### src/rtl/fir_decimating_output_buffer.sv
// fir_decimating_output_buffer: keeps one in DECIM filter samples and buffers them in a FWFT FIFO
module fir_decimating_output_buffer #(
    parameter int N     = 16,
    parameter int DECIM = 4,
    parameter int DEPTH = 8
) (
    input  logic                           clk,
    input  logic                           reset,
    input  logic                           in_valid,
    input  logic [N-1:0]                   in_data,
    output logic                           out_valid,
    input  logic                           out_ready,
    output logic [N-1:0]                   out_data,
    output logic [$clog2(DEPTH+1)-1:0]     fill_level,
    output logic                           overflow,
    input  logic                           clear_overflow
);
    localparam int AW = $clog2(DEPTH);
    localparam int FW = $clog2(DEPTH + 1);
    localparam int PW = DECIM > 1 ? $clog2(DECIM) : 1;

    logic [PW-1:0] phase_q, phase_d;
    logic [AW-1:0] wr_ptr_q, wr_ptr_d, rd_ptr_q, rd_ptr_d;
    logic [FW-1:0] fill_q, fill_d;
    logic          overflow_q, overflow_d;
    logic [N-1:0]  mem_q [DEPTH];
    logic          keep, pop, push, drop, full;

    // Decimation, push/pop decisions and next-state for pointers, fill and sticky overflow
    always_comb begin
        keep       = in_valid && phase_q == '0;
        pop        = out_valid && out_ready;
        full       = fill_q == FW'(DEPTH);
        push       = keep && (!full || pop);
        drop       = keep && full && !pop;
        phase_d    = !in_valid ? phase_q : phase_q == PW'(DECIM - 1) ? '0 : phase_q + PW'(1);
        wr_ptr_d   = push ? wr_ptr_q + AW'(1) : wr_ptr_q;
        rd_ptr_d   = pop ? rd_ptr_q + AW'(1) : rd_ptr_q;
        fill_d     = (push && !pop) ? fill_q + FW'(1) : (pop && !push) ? fill_q - FW'(1) : fill_q;
        overflow_d = drop || (overflow_q && !clear_overflow);
    end

    // Control state register with asynchronous reset
    always_ff @(posedge clk or posedge reset) begin
        if (reset) begin
            phase_q    <= '0;
            wr_ptr_q   <= '0;
            rd_ptr_q   <= '0;
            fill_q     <= '0;
            overflow_q <= 1'b0;
        end else begin
            phase_q    <= phase_d;
            wr_ptr_q   <= wr_ptr_d;
            rd_ptr_q   <= rd_ptr_d;
            fill_q     <= fill_d;
            overflow_q <= overflow_d;
        end
    end

    // Sample storage; contents need no reset since fill level gates visibility
    always_ff @(posedge clk) begin
        if (push) mem_q[wr_ptr_q] <= in_data;
    end

    assign out_valid  = fill_q != '0;
    assign out_data   = out_valid ? mem_q[rd_ptr_q] : '0;
    assign fill_level = fill_q;
    assign overflow   = overflow_q;
endmodule

### config.mk
export PLATFORM = sky130hd
export DESIGN_NAME = fir_decimating_output_buffer
export DESIGN_NICKNAME = d
export VERILOG_FILES = /design/src/rtl/fir_decimating_output_buffer.sv
export SDC_FILE = /design/constraint.sdc
export NUM_CORES = 1
export LEC_CHECK = 0
export CAP_MARGIN = 25
export CORE_AREA = 2 2 122 113
export CTS_CLUSTER_SIZE = 12
export DETAILED_ROUTE_END_ITERATION = 7
export DIE_AREA = 0 0 124 115
export GPL_TIMING_DRIVEN = 0
export PLACE_DENSITY_LB_ADDON = 0.3
export SETUP_SLACK_MARGIN = 0.2
export SLEW_MARGIN = 20
export SYNTH_ARGS = -nofsm -noshare
export SYNTH_HDL_FRONTEND = slang
export SYNTH_SLANG_ARGS = --single-unit
### constraint.sdc
create_clock -name clk -period 2.93 [get_ports clk]
set_input_delay 0.586 -clock clk [delete_from_list [all_inputs] [get_ports clk]]
set_output_delay 0.586 -clock clk [all_outputs]
set_load 0.01 [all_outputs]
==> flow_summary.json, run 1 <==
{
  "sw_frac_of_total": 0.293,
  "clk_pin_slew_ns": 0.06,
  "synthCells": 271,
  "pwr-share-comb": 0.364,
  "area_growth_pct": 28.2,
  "syn-num-nets": 300,
  "core_area_um2": 13000,
  "fin_crit_sh": 0.978,
  "synth_top_area_frac": 0.686,
  "cp.required_ns": 2.34,
  "io_buffers": 42,
  "cts_tree": "done",
  "clk_latency_ns": 0.42,
  "wl_met1_um": 4920,
  "drive_above_1_share": 0.368,
  "numCtsBuffers": 17,
  "hold_viol": 0,
  "grt_overflow": 0,
  "max_freq_mhz": 349,
  "total_leakage_power_nw": 2.48,
  "hp-class": "input pin to async pin",
  "dp.cells": 494,
  "synth_xor_area_frac": 0.00938,
  "top_layer": "met4",
  "finalClockSkew_ns": 0.00826,
  "async_reset_ff_frac": 0.0922,
  "yosys.area.top_type": "edfxtp_1",
  "routabilityCongestion": 0.707,
  "io_pins": 43,
  "fin_cells": 543,
  "firstDrtPassIters": 4,
  "tightest_slew_ns": 0.617,
  "internal-power_w": 0.00519,
  "peakVddDrop_mv": 0.455,
  "synthMuxAreaShare": 0.137,
  "wl_um": 11100,
  "synth_fa_ha_area_frac": 0.0192,
  "ys_seq_area_frac": 0.744,
  "via_per_inst": 5.35,
  "regToRegSetupSlack_ns": 0.26,
  "ys_warn_count": 0,
  "insertedDiodeCount": 0,
  "arrival_ns": 2.28,
  "path_cells": "or4_4 -> buf_6 -> and2_4 -> buf_12 -> buf_12 -> a22o_1 -> buf_2",
  "wl_met3_um": 485,
  "grt_pass1_vias": 3085,
  "setup_viol": 0,
  "dieArea_um2": 14300,
  "power.density_nw_per_um2": 1020,
  "cp-start-kind": "register",
  "root_buffer": "clkbuf_16",
  "synth_top_family_by_area": "multiplexers",
  "syn_area_per_cell_um2": 20.7,
  "wl_met2_um": 5480,
  "power_frac_seq": 0.350,
  "critPathKind": "register to output port",
  "drt_iter0_drc": 246,
  "die_w_um": 124,
  "power_w": 0.00733,
  "finalNetCount": 391,
  "start_util": 0.430,
  "grt_setup_unrepaired": "true",
  "synth_area_leaders": "edfxtp_1 (69%), mux4_2 (13%), dfrtp_1 (5.8%)",
  "ys.flop_type": "edfxtp_1",
  "yosys.area_share.simple": 0.0315,
  "grt_start_max_net_pins": 17,
  "finalSetupTns_ns": 0,
  "synth_compound_area_frac": 0.0384,
  "crit_slowest_cell": "or4_4",
  "track_usage": 0.174,
  "synth.most_common_cell": "edfxtp_1",
  "ys_types": 32,
  "die_y_um": 115,
  "hold_slack_ns": 0.506,
  "crit_path_frequent_cell": "buf_12",
  "ys_ff_latch": 141,
  "maxCapViolations": 0,
  "worst_path_largest_cell_delay_ns": 0.53,
  "antenna_left": 0,
  "antenna_found_initial": 0,
  "dp_hpwl_um": 7150,
  "switchingPower_w": 0.00214,
  "power_frac_clock": 0.286,
  "post_drt_wl_per_cell_um": 20.4,
  "synth_edf_count": 128,
  "layout_min_cycle_time_ns": 2.87,
  "vias": 2903,
  "ys_top_cells_by_count": "edfxtp_1 (128), mux4_2 (32), a22o_1 (16)",
  "row_count": 40,
  "grt_pass1_wl_um": 17500,
  "cts_sinks": 141,
  "fillCellCount": 1005,
  "syn_area_um2": 5600,
  "ctsHtreeMaxLevel": 4,
  "critical_path_peak_fanout": 7,
  "drc": 0,
  "drv_slew": 0,
  "clk_path_buf_depth": 2,
  "endpoint_kind": "output port",
  "status": "completed",
  "relSlewSlack": 0.588
}
==> placed cells by master (no fill, tap or decap), types with 4 or more instances in the layout <==
cell and instances:
buf_4 25, ha_1 5, buf_6 5, clkdlybuf4s50_1 25
or3_1 4, buf_2 15, nand3_1 4, edfxtp_1 128
inv_1 6, mux4_2 32, xnor2_1 5, buf_8 4
clkinvlp_4 4, nand2_1 4, nor3_2 4, dfrtp_1 11
buf_12 4, a22o_1 16, clkbuf_16 17
==> what timing repair did <==
item                                   4_1_cts  5_1_grt
gates resized for setup                     89        7
endpoints found under the hold margin        0        0
setup endpoints to repair                   17       18
gates cloned                                 1        0
setup buffers                                6       10
pin swaps                                    5        9
hold buffers                                 0        0
==> routing by layer <==
metal / vias to the layer above / GRT usage
li1: 1306 / -
met1: 1512 / 0.236
met2: 69 / 0.271
met3: 16 / 0.0476
met4: 0 / 0.0629
met5: - / 0
==> flip-flops by register name, summed over array words and instances, names as in the netlist <==
register    cells
fill_level      4
mem_q         128
overflow        1
phase_q         2
rd_ptr_q        3
wr_ptr_q        3
==> cells by family (layout without fill, tap and decap cells) <==
family	count (synthesis)	after routing
adders and majority gates	8	8
AOI/OAI and AO/OA	27	27
muxes	36	36
buffers and inverters	21	125
and+or+nand+nor	32	32
xor gates and xnor gates	6	6
DFF	141	141
==> final timing paths <==
path                               startpoint            end  depth (start not counted)
worst max-delay path            fill_level[1]    out_data[8]                          7
worst min-delay path                    reset  fill_level[3]                          2
worst max register to register  fill_level[1]  fill_level[3]                         10
worst min register to register    rd_ptr_q[2]    rd_ptr_q[2]                          1
max in group asynchronous               reset  fill_level[1]                          2
min in group clk                  rd_ptr_q[2]    rd_ptr_q[2]                          1
==> area by class of cell <==
| class | count | area [um2] | share of cell area |
|---|---|---|---|
| inverters | 7 | 30.0 | 0.00418 |
| plain buffers | 14 | 153 | 0.0213 |
| clock buffers | 19 | 433 | 0.0603 |
| flip-flops and latches | 141 | 4170 | 0.581 |
| well taps | 168 | 210 | 0.0293 |
| clock inverters | 13 | 148 | 0.0206 |
| multi-input cells | 109 | 1400 | 0.195 |
| repair buffers | 72 | 636 | 0.0885 |
==> critical path: cells and delay by family, from the launching register on <==
family / cells / cell delay, ns
buf+inv: 4 / 0.54
simple gates: 2 / 0.68
flops: 1 / 0.40
compound gates: 1 / 0.23
==> power groups by stage <==
stage / sequential (W) / combinational (W) / clock (W)
floorplan: 0.00259 / 0.00150 / 0
CTS: 0.00256 / 0.00259 / 0.00213
detailed placement: 0.00262 / 0.00249 / 0
global route: 0.00259 / 0.00290 / 0.00222
global placement: 0.00260 / 0.00239 / 0
finish: 0.00256 / 0.00267 / 0.00210
==> through the flow <==
step | setup WS (ns) | instance area, um2 | utilization
finish | 0.0648 | 7180 | 0.552
CTS | 0.0234 | 7080 | 0.544
detailed placement | -0.402 | 6400 | 0.492
floorplan | 0.209 | 5610 | -
global placement | -1.32 | 6240 | 0.479
global route | 0.0161 | 7180 | 0.552
Power figures use the tool's default switching activity.
==> run 2, diff against run 1 <==
==> constraint.sdc (replaced) <==
create_clock -name clk -period 2.53 [get_ports clk]
set_input_delay 0.506 -clock clk [delete_from_list [all_inputs] [get_ports clk]]
set_output_delay 0.506 -clock clk [all_outputs]
set_load 0.01 [all_outputs]
==> flow_summary.json, run 2 (synthesized netlist as in run 1, its figures left out) <==
{
  "io_buffers": 42,
  "drive_above_1_share": 0.373,
  "grt_pass1_vias": 2943,
  "grt.met2_usage": 0.266,
  "io_pins": 43,
  "grt_pass1_wl_um": 17000,
  "gr-usage-met3": 0.0471,
  "critPathKind": "register to output port",
  "arrival_ns": 2.28,
  "grt_setup_unrepaired": "true",
  "max_freq_mhz": 359,
  "fin_ws_ns": -0.254,
  "track_usage": 0.171,
  "finalClockSkew_ns": 0.00393,
  "fin_crit_sh": 1.10,
  "cts_tree": "done",
  "layout_min_cycle_time_ns": 2.78,
  "power.density_nw_per_um2": 1180,
  "reg2regPathDepth": 10,
  "endpoint_kind": "output port",
  "cp.required_ns": 2.02,
  "violations": "negative setup slack",
  "hold_slack_ns": 0.423,
  "antenna_left": 0,
  "cp-start-kind": "register",
  "post_drt_wl_per_cell_um": 21.0,
  "area_growth_pct": 28.1,
  "grt_start_max_net_pins": 17,
  "die_y_um": 115,
  "drc": 0,
  "core_area_um2": 13000,
  "cts_sinks": 141,
  "maxCapViolations": 0,
  "power_frac_seq": 0.353,
  "gr-usage-met1": 0.233,
  "power_frac_clock": 0.286,
  "drt_iter0_drc": 239,
  "setup_viol": 16,
  "vias": 2874,
  "largest_reg_flops": 128,
  "top_register": "mem_q",
  "via_per_inst": 5.37,
  "root_buffer": "clkbuf_16",
  "start_util": 0.430,
  "internal-power_w": 0.00597,
  "ctsHoldBuffers": 0,
  "clk_pin_slew_ns": 0.05,
  "sw_frac_of_total": 0.298,
  "finalNetCount": 384,
  "routabilityCongestion": 0.671,
  "die_w_um": 124,
  "hold_viol": 0,
  "peakVddDrop_mv": 0.548,
  "hp-class": "input pin to async pin",
  "antenna_found_initial": 0,
  "firstDrtPassIters": 4,
  "final_common_cell": "edfxtp_1",
  "dp_hpwl_um": 7090,
  "switchingPower_w": 0.00253,
  "clk_path_buf_depth": 2,
  "pwr-share-comb": 0.361,
  "fin_util": 0.551,
  "dieArea_um2": 14300,
  "ctsHtreeMaxLevel": 4,
  "total_leakage_power_nw": 2.48,
  "tightest_slew_ns": 0.619,
  "placed_cell_area_um2": 6470,
  "numCtsBuffers": 17,
  "drv_slew": 0,
  "grt_overflow": 0,
  "finish.instance_area_um2": 7170,
  "insertedDiodeCount": 0,
  "critical_path_peak_fanout": 7,
  "wl_um": 11200,
  "relSlewSlack": 0.587,
  "final_cell_mix": "edfxtp_1 (128), mux4_2 (32), clkdlybuf4s50_1 (25)",
  "gr-max-usage-layer": "met2",
  "status": "finished, violations left",
  "row_count": 40,
  "clk_latency_ns": 0.42
}
==> run 2: repair_timing <==
item / 4_1_cts / 5_1_grt
gates resized for setup: 91 / 6
cloned: 0 / 1
pin swaps: 8 / 8
endpoints found under the setup margin: 32 / 32
setup buffers: 8 / 2
==> run 2: layout make-up <==
type / count / area (um2)
buffer: 14 / 158
clock buffer: 18 / 429
clock inverter: 13 / 150
fill: 1003 / 5840
inverter: 7 / 28.8
multi-input combinational: 109 / 1440
sequential: 141 / 4170
tap: 168 / 210
timing repair buffer: 65 / 583
==> run 2: metal layers <==
layer  routed length (um)  vias to the layer above
li1                     -                     1298
met5                    0                        -
met1                 5220                     1513
met4                  172                        0
met2                 5450                       45
met3                  366                       18
==> run 2: critical path, stage by stage (launching register included) <==
cell and delay [ns]:
dfrtp_2 0.40, or4_4 0.53, buf_6 0.13, and2_4 0.15, buf_8 0.13, buf_12 0.13, a22o_1 0.24, buf_2 0.14
==> run 2: power groups by stage <==
| stage | clock network (W) | registers, W | logic, W |
|---|---|---|---|
| after floorplan | 0 | 0.00301 | 0.00180 |
| final | 0.00243 | 0.00299 | 0.00306 |
| after CTS | 0.00246 | 0.00299 | 0.00297 |
| after global placement | 0 | 0.00303 | 0.00281 |
| after detailed placement | 0 | 0.00305 | 0.00293 |
| after global routing | 0.00255 | 0.00302 | 0.00334 |
==> run 2: stage by stage <==
step / setup TNS, ns / setup slack, ns / cells / power (W)
final: -3.40 / -0.254 / 535 / 0.00849
after global routing: -4.49 / -0.323 / 535 / 0.00891
after CTS: -3.74 / -0.282 / 532 / 0.00841
after detailed placement: -16.58 / -0.437 / 493 / 0.00598
after global placement: -148.74 / -1.66 / 481 / 0.00584
after floorplan: 0 / 0.0212 / 271 / 0.00481
==> run 2: path summary, 6_finish.rpt <==
kind | startpoint | to | slack [ns]
min reg2reg | rd_ptr_q[2] | rd_ptr_q[2] | 0.51
min | reset | fill_level[2] | 0.42
max | fill_level[2] | out_data[10] | -0.25
max reg2reg | fill_level[2] | fill_level[3] | 0.09
min in group clk | rd_ptr_q[2] | rd_ptr_q[2] | 0.51
max in group asynchronous | reset | fill_level[0] | 1.73
